## src/rtl/audio_mix_pkg.sv

```systemverilog
// Shared constants, FSM encoding and the output saturator for the 48 kHz audio mixer.
package audio_mix_pkg;

  localparam int SAMPLE_W  = 16;
  localparam int DMA_SHIFT = 8;
  localparam int GAIN_W    = 6;
  localparam int PSG_W     = 10;
  localparam int DMA_W     = 8;
  localparam int PROD_W    = 26;

  localparam logic signed [PROD_W-1:0] SAT_MAX = PROD_W'(32767);
  localparam logic signed [PROD_W-1:0] SAT_MIN = PROD_W'(-32768);

  typedef enum logic [2:0] {
    IDLE,
    SNAP,
    SUM_L,
    MUL_L,
    SUM_R,
    MUL_R,
    OUT
  } state_e;

  function automatic logic signed [SAMPLE_W-1:0] sat_sample(input logic signed [PROD_W-1:0] v);
    if (v > SAT_MAX) begin
      return SAMPLE_W'(SAT_MAX);
    end else if (v < SAT_MIN) begin
      return SAMPLE_W'(SAT_MIN);
    end
    return v[SAMPLE_W-1:0];
  endfunction

endpackage

```

## src/rtl/audio_mix_if.sv

```systemverilog
// Sample-source side of the mixer: PSG/DMA inputs, gains, and the L/R sample outputs.
interface audio_mix_if;
  import audio_mix_pkg::*;

  logic        [PSG_W-1:0]    psg_in;
  logic signed [DMA_W-1:0]    dma_l;
  logic signed [DMA_W-1:0]    dma_r;
  logic                       dma_valid;
  logic                       dma_mute;
  logic        [GAIN_W-1:0]   gain_l;
  logic        [GAIN_W-1:0]   gain_r;
  logic signed [SAMPLE_W-1:0] audio_l;
  logic signed [SAMPLE_W-1:0] audio_r;
  logic                       sample_strobe;

  modport master (
    output psg_in, dma_l, dma_r, dma_valid, dma_mute, gain_l, gain_r,
    input  audio_l, audio_r, sample_strobe
  );

  modport slave (
    input  psg_in, dma_l, dma_r, dma_valid, dma_mute, gain_l, gain_r,
    output audio_l, audio_r, sample_strobe
  );

endinterface

```

## src/rtl/audio_tick_gen.sv

```systemverilog
// Fractional accumulator: emits exactly SAMPLE_HZ single-cycle ticks per CLK_HZ clock cycles.
module audio_tick_gen #(
  parameter int unsigned CLK_HZ    = 32000000,
  parameter int unsigned SAMPLE_HZ = 48000
) (
  input  logic clk,
  input  logic reset,
  output logic tick
);
  localparam int ACC_W = 25;

  logic [ACC_W-1:0] acc_q, acc_d;
  logic [ACC_W:0]   acc_sum;

  // NOTE: every always_comb output gets a default first so no path can infer a latch.
  always_comb begin
    acc_sum = {1'b0, acc_q} + (ACC_W+1)'(SAMPLE_HZ);
    acc_d   = acc_sum[ACC_W-1:0];
    tick    = 1'b0;
    if (acc_sum >= (ACC_W+1)'(CLK_HZ)) begin
      acc_d = ACC_W'(acc_sum - (ACC_W+1)'(CLK_HZ));
      tick  = 1'b1;
    end
  end

  // NOTE: sequential state uses non-blocking assignments so every flop samples pre-edge values.
  always_ff @(posedge clk) begin
    if (reset) begin
      acc_q <= '0;
    end else begin
      acc_q <= acc_d;
    end
  end

endmodule

```

## src/rtl/audio_mix_48k.sv

```systemverilog
// Mixes PSG and STE DMA sound into saturated signed 16-bit L/R samples at an exact 48 kHz.
// PSG DC is removed by a leaky average; one registered multiplier is shared by both channels.
module audio_mix_48k
  import audio_mix_pkg::*;
#(
  parameter int unsigned CLK_HZ    = 32000000,
  parameter int unsigned SAMPLE_HZ = 48000,
  parameter int unsigned DC_SHIFT  = 8
) (
  input  logic       clk,
  input  logic       reset,
  audio_mix_if.slave bus
);
  localparam int AC_W      = 17;
  localparam int SUM_W     = 18;
  localparam int PSG_SCALE = 5;

  if (CLK_HZ / SAMPLE_HZ < 8) begin : g_ratio_check
    $error("audio_mix_48k: CLK_HZ/SAMPLE_HZ must be at least 8");
  end

  state_e                     state_q, state_d;
  logic                       tick;
  logic signed [DMA_W-1:0]    hold_l_q, hold_r_q;
  logic signed [AC_W-1:0]     avg_q;
  logic signed [SAMPLE_W-1:0] audio_l_q, audio_r_q;
  logic                       strobe_q;

  logic signed [AC_W-1:0]     ac_q;
  logic signed [DMA_W-1:0]    snap_l_q, snap_r_q;
  logic                       mute_q;
  logic        [GAIN_W-1:0]   gain_l_q, gain_r_q;
  logic signed [SUM_W-1:0]    sum_q;
  logic signed [PROD_W-1:0]   prod_q;
  logic signed [SAMPLE_W-1:0] res_l_q;

  logic signed [AC_W-1:0]     psg_x, psg_ac;
  logic signed [DMA_W-1:0]    dma_sel;
  logic signed [SUM_W-1:0]    dma_term, sum_d;
  logic        [GAIN_W-1:0]   gain_sel;
  logic signed [GAIN_W+1:0]   gain_mul;
  logic signed [PROD_W-1:0]   prod_d, prod_scaled;
  logic signed [SAMPLE_W-1:0] prod_sat;

  audio_tick_gen #(
    .CLK_HZ   (CLK_HZ),
    .SAMPLE_HZ(SAMPLE_HZ)
  ) u_tick (
    .clk  (clk),
    .reset(reset),
    .tick (tick)
  );

  always_comb begin
    psg_x       = $signed({{(AC_W-PSG_W-PSG_SCALE){1'b0}}, bus.psg_in, {PSG_SCALE{1'b0}}});
    psg_ac      = psg_x - avg_q;
    dma_sel     = (state_q == SUM_L) ? snap_l_q : snap_r_q;
    dma_term    = mute_q ? '0
                : $signed({{(SUM_W-DMA_W-DMA_SHIFT){dma_sel[DMA_W-1]}}, dma_sel, {DMA_SHIFT{1'b0}}});
    sum_d       = $signed({{(SUM_W-AC_W){ac_q[AC_W-1]}}, ac_q}) + dma_term;
    gain_sel    = (state_q == MUL_L) ? gain_l_q : gain_r_q;
    gain_mul    = $signed({2'b00, gain_sel} + (GAIN_W+2)'(1));
    prod_d      = PROD_W'(sum_q) * PROD_W'(gain_mul);
    prod_scaled = prod_q >>> GAIN_W;
    prod_sat    = sat_sample(prod_scaled);
  end

  always_comb begin
    state_d = state_q;
    case (state_q)
      IDLE:    if (tick) state_d = SNAP;
      SNAP:    state_d = SUM_L;
      SUM_L:   state_d = MUL_L;
      MUL_L:   state_d = SUM_R;
      SUM_R:   state_d = MUL_R;
      MUL_R:   state_d = OUT;
      OUT:     state_d = IDLE;
      default: state_d = IDLE;
    endcase
  end

  always_ff @(posedge clk) begin
    if (reset) begin
      state_q   <= IDLE;
      hold_l_q  <= '0;
      hold_r_q  <= '0;
      avg_q     <= '0;
      audio_l_q <= '0;
      audio_r_q <= '0;
      strobe_q  <= 1'b0;
    end else begin
      state_q  <= state_d;
      strobe_q <= (state_q == OUT);
      if (bus.dma_valid) begin
        hold_l_q <= bus.dma_l;
        hold_r_q <= bus.dma_r;
      end
      if (state_q == SNAP) avg_q <= avg_q + (psg_ac >>> DC_SHIFT);
      if (state_q == OUT) begin
        audio_l_q <= res_l_q;
        audio_r_q <= prod_sat;
      end
    end
  end

  // NOTE: pipeline registers are left unreset; each is rewritten before the FSM consumes it.
  always_ff @(posedge clk) begin
    case (state_q)
      SNAP: begin
        ac_q     <= psg_ac;
        snap_l_q <= hold_l_q;
        snap_r_q <= hold_r_q;
        mute_q   <= bus.dma_mute;
        gain_l_q <= bus.gain_l;
        gain_r_q <= bus.gain_r;
      end
      SUM_L, SUM_R: sum_q  <= sum_d;
      MUL_L, MUL_R: prod_q <= prod_d;
      default: ;
    endcase
    // prod_q still holds the left product while the right sum is formed
    if (state_q == SUM_R) res_l_q <= prod_sat;
  end

  assign bus.audio_l       = audio_l_q;
  assign bus.audio_r       = audio_r_q;
  assign bus.sample_strobe = strobe_q;

endmodule

```

## src/flat_wrapper.sv

```systemverilog
// flat-port wrapper written by rule: the top's interface ports become plain ports
module audio_mix_48k_flat import audio_mix_pkg::*;
#(
  parameter int unsigned CLK_HZ    = 32000000,
  parameter int unsigned SAMPLE_HZ = 48000,
  parameter int unsigned DC_SHIFT  = 8
)
  (clk, reset, bus_psg_in, bus_dma_l, bus_dma_r, bus_dma_valid, bus_dma_mute, bus_gain_l, bus_gain_r, bus_audio_l, bus_audio_r, bus_sample_strobe);
  audio_mix_if bus_i ();
  input  logic clk;
  input  logic reset;
  input wire logic [$bits(bus_i.psg_in)-1:0] bus_psg_in;
  input wire logic [$bits(bus_i.dma_l)-1:0] bus_dma_l;
  input wire logic [$bits(bus_i.dma_r)-1:0] bus_dma_r;
  input wire logic [$bits(bus_i.dma_valid)-1:0] bus_dma_valid;
  input wire logic [$bits(bus_i.dma_mute)-1:0] bus_dma_mute;
  input wire logic [$bits(bus_i.gain_l)-1:0] bus_gain_l;
  input wire logic [$bits(bus_i.gain_r)-1:0] bus_gain_r;
  output wire logic [$bits(bus_i.audio_l)-1:0] bus_audio_l;
  output wire logic [$bits(bus_i.audio_r)-1:0] bus_audio_r;
  output wire logic [$bits(bus_i.sample_strobe)-1:0] bus_sample_strobe;
  assign bus_i.psg_in = bus_psg_in;
  assign bus_i.dma_l = bus_dma_l;
  assign bus_i.dma_r = bus_dma_r;
  assign bus_i.dma_valid = bus_dma_valid;
  assign bus_i.dma_mute = bus_dma_mute;
  assign bus_i.gain_l = bus_gain_l;
  assign bus_i.gain_r = bus_gain_r;
  assign bus_audio_l = bus_i.audio_l;
  assign bus_audio_r = bus_i.audio_r;
  assign bus_sample_strobe = bus_i.sample_strobe;
  audio_mix_48k #(.CLK_HZ(CLK_HZ), .SAMPLE_HZ(SAMPLE_HZ), .DC_SHIFT(DC_SHIFT)) u_core (.clk(clk), .reset(reset), .bus(bus_i));
endmodule
```

## config.mk

```make
export PLATFORM = sky130hd
export DESIGN_NAME = audio_mix_48k_flat
export DESIGN_NICKNAME = d
export VERILOG_FILES = /design/src/rtl/audio_mix_pkg.sv /design/src/rtl/audio_mix_if.sv /design/src/rtl/audio_tick_gen.sv /design/src/rtl/audio_mix_48k.sv /design/src/flat_wrapper.sv
export SDC_FILE = /design/constraint.sdc
export NUM_CORES = 1
export LEC_CHECK = 0
export ABC_CLOCK_PERIOD_IN_PS = 15800
export BUFFER_PORTS_ARGS = -buffer_cell sky130_fd_sc_hd__buf_4
export CAP_MARGIN = 20
export CELL_PAD_IN_SITES_DETAIL_PLACEMENT = 1
export CELL_PAD_IN_SITES_GLOBAL_PLACEMENT = 1
export CORE_MARGIN = 1.5
export CORE_UTILIZATION = 53
export DETAILED_ROUTE_END_ITERATION = 10
export GPL_TIMING_DRIVEN = 0
export PLACE_DENSITY_LB_ADDON = 0.25
export SETUP_SLACK_MARGIN = 0.3
export SYNTH_ARGS = -nofsm -noshare
export SYNTH_HDL_FRONTEND = slang
export SYNTH_SLANG_ARGS = --single-unit
```

## constraint.sdc

```tcl
create_clock -name clk -period 15.8 [get_ports clk]
set_input_delay 3.16 -clock clk [delete_from_list [all_inputs] [get_ports clk]]
set_output_delay 3.16 -clock clk [all_outputs]
set_load 0.03 [all_outputs]
```

==> results.ini <==
[run_status]
status = complete, no violations

[finish]
drive_gt1_share_pct = 8.85
finalCoreUtilization_pct = 61.3
area_delta_synth_final_pct = 12.9
multi_input_area_sq_um = 7330
finalNetCount = 1630
instances_no_fill = 1732
final.fill_count = 2668
final-seq-area_sq_um = 4740
diodes = 0

[global_routing]
met3_usage_pct = 4.94
grtUsageMet1_pct = 32.9
overflow = 0
grt.busiest_layer = met2
grt_use_met2_pct = 52.7
grt_pass1_wl_microns = 57200
antenna_found_initial = 0
grt_max_degree = 32
grt_pass1_vias = 11011
grt_usage_pct = 29.0

[power]
p_per_area_nw_per_um2 = 79.2
ir_worst_vdd_v = 0.0000715
power.leakage_nw = 6.32

[floorplan]
chipWidth_microns = 159
rows = 56
core_sq_um = 23700
ios = 75
initial_utilization_pct = 54.3
die_h_microns = 159
dieArea_sq_um = 25200

[worst_hold_path]
hp-class = reg2reg
holdPathEnd = u_core.sum_q[3]
hp-start = u_core.ac_q[3]
min_path_cells = 0

[routing]
drt-total-wl_microns = 34900
via_count = 9717
wl_per_cell_microns = 20.1
via_per_inst = 5.61
drt_iter0_drc = 527
first_pass_iters = 5
ant_nets = 0
drc_errors = 0

[sta]
hold_viol_final = 0
rsz0062_at_grt = false
clock-skew-final_ns = 0.0158
max_freq_mhz = 114
relSlewSlack_pct = 23.3
finalCritPeriodShare_pct = 55.6
drv_slew = 0
whs_ns = 0.422
period_minus_slack_ns = 8.79
setup_viol = 0
setup-tns-final_ns = 0
tightestPinTransition_ns = 1.12

[setup_path]
cpPeakStageDelay_ns = 0.91
crit_buf_inv = 6
reg2reg_to = u_core.prod_q[24]
cp.required_ns = 16.00
path_class = reg2reg
slowest_stage = mux2i_1
setup.worst_path.start_class = flop
cp_max_fo = 10
rrSetupSlack_ns = 7.01
worstSetupEndpointType = flop
r2r_cells = 26
path_delay_family = adder cells
critPathArrivalTime_ns = 8.99
reg2reg_from = u_core.state_q[0]

[synthesis]
yosysSeqAreaShare_pct = 36.9
netlist_instances = 1304
syn-num-nets = 1534
synth_cell_types = 54
async_reset_ff_share_pct = 0
yosysTopAreaCell = edfxtp_1
synth_area_per_cell_sq_um = 9.87
synth_edf_count = 100
ys_ff_latch = 187
synth_most_common_cell = inv_1
syn_area_sq_um = 12900
ys_top_cells_by_count = inv_1, nand2_1, and2_1, edfxtp_1, fa_1
synth_top_area_share_pct = 23.3
ys_warn_count = 0
synthFlopType = edfxtp_1
synth_top_cells_by_area = edfxtp_1, fa_1, dfxtp_1, ha_1, and2_1

[clock_network]
cts-root-buf = clkbuf_16
cts_tree = yes
clk_pin_slew_ns = 0.08
post_cts_buffers = 0
cts_made_buffers = 17
clock_latency_ns = 0.45
htreeDepth = 4
clock-sinks = 187
cts-hold-fix-buffers = 0
cts_repair_resize_count = 0
cts_buffer_depth = 2

[placed_design]
dp.final_hpwl_microns = 26100
io_buffer_count = 73
placed_cells = 1700
gp_congestion = 0.851

[flow_run]
cap_viol_max_count = 0

## worst max path at each step
stage                            from                end  slack (ns)  cells after the start
floorplan               bus_psg_in[0]   u_core.avg_q[16]        8.54                     19
global placement    u_core.state_q[0]  u_core.prod_q[24]        7.35                     26
detailed placement  u_core.state_q[0]  u_core.prod_q[24]        7.10                     26
CTS                 u_core.state_q[0]  u_core.prod_q[24]        7.03                     26
global route        u_core.state_q[0]  u_core.prod_q[24]        6.47                     26
finish              u_core.state_q[0]  u_core.prod_q[24]        7.01                     26
## routing by layer
layer	part of all wire, %	wire length (microns)
met3	4.0	1380
met4	4.4	1530
met2	52	18200
met1	40	13800
met5	0	0
## flip-flops by register name (all words and copies together), names as in the netlist
name                      count
u_core.prod_q                20
u_core.sum_q                 18
u_core.u_tick.acc_q          18
u_core.ac_q                  17
u_core.avg_q                 17
u_core.bus.audio_l           16
u_core.bus.audio_r           16
u_core.res_l_q               16
u_core.hold_l_q               8
u_core.hold_r_q               8
u_core.snap_l_q               8
u_core.snap_r_q               8
u_core.gain_l_q               6
u_core.gain_r_q               6
u_core.state_q                3
u_core.bus.sample_strobe      1
u_core.mute_q                 1
## area by class of cell
class | count | area share, %
sequential | 187 | 32.7
timing repair buffer | 77 | 4.17
multi-input combinational | 905 | 50.5
clock inverter | 15 | 1.50
buffer | 41 | 1.12
tap | 319 | 2.75
clock buffer | 17 | 2.93
inverter | 171 | 4.42
## power by group
part           leakage, nW  internal (mW)  total (mW)  switching (mW)
Clock                0.308          0.224       0.465           0.241
Combinational         4.40         0.0605       0.156          0.0955
Sequential            1.61          0.519       0.529         0.00993
## logic make-up (layout without fill, tap and decap cells)
group / after synthesis / count (layout) / share of synthesized area, %
buffers and inverters: 212 / 321 / 6.24
AO/OA/AOI/OAI: 194 / 194 / 9.60
adder cells (fa/ha/maj): 188 / 188 / 23.9
AND/OR/NAND/NOR: 415 / 415 / 15.7
multiplexers: 31 / 31 / 2.42
XOR/XNOR: 77 / 77 / 5.24
flip-flops: 187 / 187 / 36.9
## worst reg2reg max path: stages, from the launching register on
cell       delay [ns]
dfxtp_1          0.33
clkbuf_1         0.34
nand3b_1         0.28
mux2i_1          0.91
inv_1            0.16
ha_1             0.27
nand2_1          0.11
xor2_1           0.73
clkbuf_1         0.46
nand2_1          0.17
fa_1             0.53
fa_1             0.50
inv_1            0.06
fa_1             0.53
inv_1            0.05
fa_1             0.53
inv_1            0.04
ha_1             0.21
a2111oi_0        0.34
a21boi_0         0.31
o21ai_0          0.29
a221o_1          0.44
nand3_1          0.14
a21oi_1          0.12
or3_1            0.40
a21oi_1          0.22
xnor2_1          0.09
## layout by cell type (no fill, tap or decap), drive strengths merged, types with 11 or more instances in the layout
cell and instances:
and2 104, nor3 23, dfxtp 87, nand3 13
nand2 136, edfxtp 100, clkbuf 57, or3 11
a21o 31, xnor2 53, xor2 24, fa 97
a21oi 84, buf 78, nor2 89, ha 91
inv 181, o21ai 15, mux2i 30
## through the flow
stage	setup slack, ns	cell area (sq um)	power [mW]
CTS	7.03	14500	1.15
floorplan	8.54	12900	0.645
global placement	7.35	13800	0.679
global route	6.47	14500	1.19
detailed placement	7.10	13900	0.687
finish	7.01	14500	1.15
Power figures use the tool's default switching activity.
